==> config.mk <==
export PLATFORM = sky130hd
export DESIGN_NAME = rv32i_forwarding_scoreboard
export DESIGN_NICKNAME = d
export VERILOG_FILES = /design/src/rtl/rv32i_forwarding_scoreboard.sv
export SDC_FILE = /design/constraint.sdc
export NUM_CORES = 1
export LEC_CHECK = 0
export CORE_MARGIN = 2
export CORE_UTILIZATION = 45
export DETAILED_ROUTE_END_ITERATION = 7
export PLACE_DENSITY = 0.65
export SLEW_MARGIN = 20
export SYNTH_ARGS = -nofsm -noshare
export SYNTH_HDL_FRONTEND = slang
export SYNTH_SLANG_ARGS = --single-unit
==> constraint.sdc <==
create_clock -name clk_i -period 3.23 [get_ports clk_i]
set_input_delay 0.4845 -clock clk_i [delete_from_list [all_inputs] [get_ports clk_i]]
set_output_delay 0.4845 -clock clk_i [all_outputs]
set_load 0.05 [all_outputs]
==> src/rtl/rv32i_forwarding_scoreboard.sv <==
`default_nettype none
// ============================================================================
//  Module   : rv32i_forwarding_scoreboard
//  Brief    : EX-stage operand bypass selection and hazard detection for
//             NUM_SRC operands across NUM_FWD_STAGES bypass stages, with a
//             per-register latency scoreboard for multi-cycle producers.
//             Optional stall-cycle statistics counter under the
//             RV32I_FWD_STATS_EN macro (adds output stall_cycles_o).
//  Revision : 1.0 - initial release
// ============================================================================
module rv32i_forwarding_scoreboard #(
    parameter  int NUM_SRC             = 2,
    parameter  int NUM_FWD_STAGES      = 2,
    parameter  int MAX_LATENCY         = 4,
    parameter  int PRIORITIZE_YOUNGEST = 1,
    localparam int SEL_W               = $clog2(NUM_FWD_STAGES + 1),
    localparam int LAT_W               = $clog2(MAX_LATENCY + 1)
) (
    input  logic                        clk_i,
    input  logic                        rst_ni,
    input  logic                        flush_i,
    input  logic [NUM_SRC*5-1:0]        ex_rs_addr_i,
    input  logic [NUM_SRC-1:0]          ex_rs_used_i,
    input  logic [NUM_FWD_STAGES*5-1:0] fwd_rd_addr_i,
    input  logic [NUM_FWD_STAGES-1:0]   fwd_regwrite_i,
    input  logic [NUM_FWD_STAGES-1:0]   fwd_data_ready_i,
    input  logic                        issue_valid_i,
    input  logic [4:0]                  issue_rd_addr_i,
    input  logic                        issue_regwrite_i,
    input  logic [LAT_W-1:0]            issue_latency_i,
    output logic [NUM_SRC*SEL_W-1:0]    forward_sel_o,
    output logic                        stall_o,
    output logic [31:0]                 sb_pending_o
`ifdef RV32I_FWD_STATS_EN
    ,
    output logic [31:0]                 stall_cycles_o
`endif
);

    localparam logic [LAT_W-1:0] c_MAX_LAT = LAT_W'(MAX_LATENCY);

    logic [NUM_SRC*NUM_FWD_STAGES-1:0] w_match;
    logic [NUM_SRC*SEL_W-1:0]          w_sel;
    logic [NUM_SRC-1:0]                w_data_haz;
    logic [NUM_SRC-1:0]                w_sb_haz;
    logic [31:0]                       w_pending;
    logic                              w_stall;
    logic                              w_issue;
    logic [LAT_W-1:0]                  w_issue_lat;

    // Per operand/stage match; an unused operand never matches, so its
    // select falls back to the register file and it raises no hazard.
    genvar k, s;
    generate
        for (k = 0; k < NUM_SRC; k++) begin : g_src
            for (s = 0; s < NUM_FWD_STAGES; s++) begin : g_stage
                assign w_match[k*NUM_FWD_STAGES+s] =
                    ex_rs_used_i[k] & fwd_regwrite_i[s] &
                    (fwd_rd_addr_i[s*5 +: 5] != 5'd0) &
                    (fwd_rd_addr_i[s*5 +: 5] == ex_rs_addr_i[k*5 +: 5]);
            end
            assign w_sb_haz[k] = ex_rs_used_i[k] & w_pending[ex_rs_addr_i[k*5 +: 5]];
        end
    endgenerate

    // Priority select: scan so the preferred stage is visited last and wins.
    always_comb begin
        w_sel      = '0;
        w_data_haz = '0;
        for (int q = 0; q < NUM_SRC; q++) begin
            for (int i = 0; i < NUM_FWD_STAGES; i++) begin
                if (PRIORITIZE_YOUNGEST != 0) begin
                    if (w_match[q*NUM_FWD_STAGES + (NUM_FWD_STAGES-1-i)]) begin
                        w_sel[q*SEL_W +: SEL_W] = SEL_W'(NUM_FWD_STAGES - i);
                        w_data_haz[q]           = ~fwd_data_ready_i[NUM_FWD_STAGES-1-i];
                    end
                end else begin
                    if (w_match[q*NUM_FWD_STAGES + i]) begin
                        w_sel[q*SEL_W +: SEL_W] = SEL_W'(i + 1);
                        w_data_haz[q]           = ~fwd_data_ready_i[i];
                    end
                end
            end
        end
    end

    assign w_stall       = (|w_data_haz) | (|w_sb_haz);
    assign forward_sel_o = w_sel;
    assign stall_o       = w_stall;

    // A stalled or flushed instruction never reaches the scoreboard.
    assign w_issue     = issue_valid_i & issue_regwrite_i & (issue_rd_addr_i != 5'd0)
                       & ~w_stall & ~flush_i;
    assign w_issue_lat = (issue_latency_i > c_MAX_LAT) ? c_MAX_LAT : issue_latency_i;

    // x0 is never written, so its counter does not exist.
    assign w_pending[0] = 1'b0;

    genvar r;
    generate
        for (r = 1; r < 32; r++) begin : g_sb
            logic [LAT_W-1:0] r_cnt;

            // Flush beats issue; a fresh issue beats the running countdown.
            always_ff @(posedge clk_i or negedge rst_ni) begin
                if (!rst_ni) begin
                    r_cnt <= '0;
                end else if (flush_i) begin
                    r_cnt <= '0;
                end else if (w_issue && (issue_rd_addr_i == 5'(r))) begin
                    r_cnt <= w_issue_lat;
                end else if (r_cnt != '0) begin
                    r_cnt <= r_cnt - LAT_W'(1);
                end
            end

            assign w_pending[r] = (r_cnt != '0);
        end
    endgenerate

    assign sb_pending_o = w_pending;

`ifdef RV32I_FWD_STATS_EN
    logic [31:0] r_stall_cycles;

    // Saturating count of stalled cycles; only reset clears it.
    always_ff @(posedge clk_i or negedge rst_ni) begin
        if (!rst_ni) begin
            r_stall_cycles <= '0;
        end else if (w_stall && (r_stall_cycles != 32'hFFFF_FFFF)) begin
            r_stall_cycles <= r_stall_cycles + 32'd1;
        end
    end

    assign stall_cycles_o = r_stall_cycles;
`endif

endmodule
`default_nettype wire

==> results_dict.tcl <==
set metrics [dict create \
    largest-register "g_sb.r_cnt" \
    dp_slack_ns -0.07638 \
    core.rowCount 47 \
    path_cells "inv_2 > ha_4 > nand2b_4 > buf_6 > mux4_2 > mux2i_2 > o22ai_2 > nor4_4 > buf_6 > nand3b_1 > buf_6" \
    fin_nets 1088 \
    cts_tree "done" \
    grt_remaining_overflow 0 \
    critPathKind "reg2out" \
    drcViolationCount 0 \
    crit_family "multiplexers" \
    pwr_density_cell_nw_per_um2 970.9 \
    synth_commonest_cells "nor2_1 (97), dfrtp_1 (93), clkbuf_1 (70)" \
    dieArea_sq_um 18000 \
    rsz0062_at_grt "yes" \
    cts-buffers-inserted 9 \
    cts_buffer_depth 2 \
    gp_congestion 0.8495 \
    ios 76 \
    outcome "completed" \
    die_h_microns 134.2 \
    path_common_cell "buf_6" \
    die_x_microns 134.2 \
    largest_reg_flops 93 \
    num_antenna_cells 0 \
    area_growth_pct 33.13 \
    tightest_slew_ns 0.7234 \
    fillers 1415 \
    via_count 6711 \
    ys_types 52 \
    ys_warn_count 0 \
    synth_area_sq_um 7625 \
    ys_seq_area_share_pct 30.52 \
    hpwlAfterDp_microns 15500 \
    start_util_pct 45.98 \
    met1_length_microns 10150 \
    synth_edf_count 0 \
    fin_ws_ns 0.03006 \
    final_core_util_pct 61.21 \
    worst_path_largest_cell_delay_ns 0.51 \
    drive_gt1_share_pct 25.91 \
    clk_pin_slew_worst_paths_ns 0.07 \
    critPathRequiredTime_ns 2.75 \
    maxSlewHeadroom_pct 51.78 \
    synth-main-ff-cell "dfrtp_1" \
    end_kind "output port" \
    grt_start_max_net_pins 63 \
    setup_viol 0 \
    htreeDepth 3 \
    path_buf_inv 4 \
    reg2reg_depth 13 \
    grtUsageTotal_pct 24.13 \
    post-route-period-util_pct 99.07 \
    synthTopCellsByArea "dfrtp_1 (31%), ha_1 (10%), mux2i_1 (8.4%)" \
    wl_met3_microns 1069 \
    grt_pass1_wl_microns 34150 \
    reg_top3 "g_sb.r_cnt (93)" \
    firstDrtPassIters 5 \
    drv_slew 0 \
    antenna_found_initial 0 \
    power.leakage_nw 4.704 \
    hold_violations 0 \
    yosysTopAreaCell "dfrtp_1" \
    maxCapViolations 0 \
    insertion_delay_ns 0.36 \
    synth_cells 847 \
    wl_met2_microns 10040 \
    synth.most_common_cell "nor2_1" \
    fin_tns_setup_ns 0 \
    vdd_drop_max_uv 713.1 \
    post_drt_wl_per_cell_microns 17.88 \
    clock_skew_ns 0.008033 \
    crit_cells 11 \
    synthArstFlopShare_pct 100.0 \
    whs_ns 0.1793 \
    wl_microns 21680 \
    arrival_ns 2.72 \
    hold_path.class "in2async" \
    ys_ff_latch 93 \
    start_kind "register" \
    first_global_vias 6509 \
    clockRootBuffer "clkbuf_16" \
    via_per_inst 5.537 \
    numClockSinks 93 \
    syn_area_per_cell_sq_um 9.002 \
    ant_nets 0 \
    synth_nets 948 \
    synth_top_area_share_pct 30.52 \
    ctsHoldBuffers 0 \
    fmax_ghz 0.3125 \
    slowest_stage "mux4_2" \
    routed.top_layer "met4" \
    post-route-min-period_ns 3.200 \
    fp.coreArea_sq_um 16580 \
    drtIter0Drc 501 \
    numPortBuffers 74 \
    cp_max_fo 2 \
]
## where the power goes
group          internal (mW)  total, mW  switching (mW)
sequential              1.65       1.95           0.304
combinational           3.13       6.80            3.66
clock                  0.620       1.11           0.485
total                   5.40       9.86            4.45
## cells by family (layout without fill, tap and decap cells)
family	Yosys count	count (layout)	synth area share, %
mux	106	106	16.23
other cells	1	1	0.04918
flops	93	93	30.52
fa+ha+maj	62	62	10.17
compound gates	110	110	11.01
simple gates	270	270	18.38
xor+xnor	51	51	5.858
buf+inv	154	299	7.778
## final cells by class
| type | count | area (sq um) | area share [%] |
|---|---|---|---|
| clock buffers | 10 | 239.0 | 2.354 |
| multi-input cells | 600 | 5000 | 49.25 |
| clock inverters | 6 | 61.31 | 0.6040 |
| well taps | 220 | 275.3 | 2.712 |
| inverters | 71 | 269.0 | 2.650 |
| repair buffers | 212 | 1979 | 19.50 |
| flip-flops and latches | 93 | 2327 | 22.93 |
## routing by layer
layer	vias up	GRT usage, %
met5	-	0
met4	0	8.947
met3	27	3.930
met2	183	37.53
met1	3246	33.93
li1	3255	-
## worst register-to-register path, cell delays in order (launching register included)
cell	delay, ns
dfrtp_1	0.41
inv_2	0.09
ha_4	0.15
nand2b_4	0.06
buf_4	0.14
mux4_2	0.47
a211oi_1	0.24
buf_4	0.15
a211oi_4	0.05
buf_4	0.20
buf_4	0.15
nor4_1	0.44
nand3_1	0.18
mux2_1	0.34
## path summary, 6_finish.rpt
kind	startpoint	to	slack, ns
setup / recovery	g_sb[10].r_cnt[0]	stall_o	0.03
hold / removal	rst_ni	g_sb[25].r_cnt[0]	0.18
setup reg to reg	g_sb[10].r_cnt[0]	g_sb[17].r_cnt[0]	0.06
hold reg to reg	g_sb[23].r_cnt[2]	g_sb[23].r_cnt[2]	0.57
max in group asynchronous	rst_ni	g_sb[15].r_cnt[2]	2.32
min in group clk_i	g_sb[23].r_cnt[2]	g_sb[23].r_cnt[2]	0.57
## through the flow
| step | instance area [sq um] | cells | power, mW |
|---|---|---|---|
| after floorplan | 7722 | 847 | 6.275 |
| after global placement | 9324 | 1166 | 7.885 |
| after detailed placement | 9324 | 1166 | 7.985 |
| after CTS | 9643 | 1183 | 9.154 |
| after global routing | 10150 | 1212 | 10.57 |
| final | 10150 | 1212 | 9.856 |
## repair_timing
item	in CTS	in global routing
endpoints found under the setup margin	1	1
pin swaps	0	10
resized for setup	3	72
cloned	0	0
buffers inserted	1	29
## cell usage in the layout, fill, tap and decap left out, types with 38 or more instances in the layout
| master | netlist | final |
|---|---|---|
| xnor2_1 | 43 | 43 |
| clkdlybuf4s50_1 | 0 | 65 |
| buf_4 | 1 | 118 |
| nor2_1 | 97 | 96 |
| mux2i_1 | 64 | 63 |
| nor4_1 | 49 | 49 |
| ha_1 | 62 | 49 |
| dfrtp_1 | 93 | 93 |
| nand3_1 | 38 | 38 |
| inv_1 | 68 | 52 |
(Power assumes the default switching activity.)
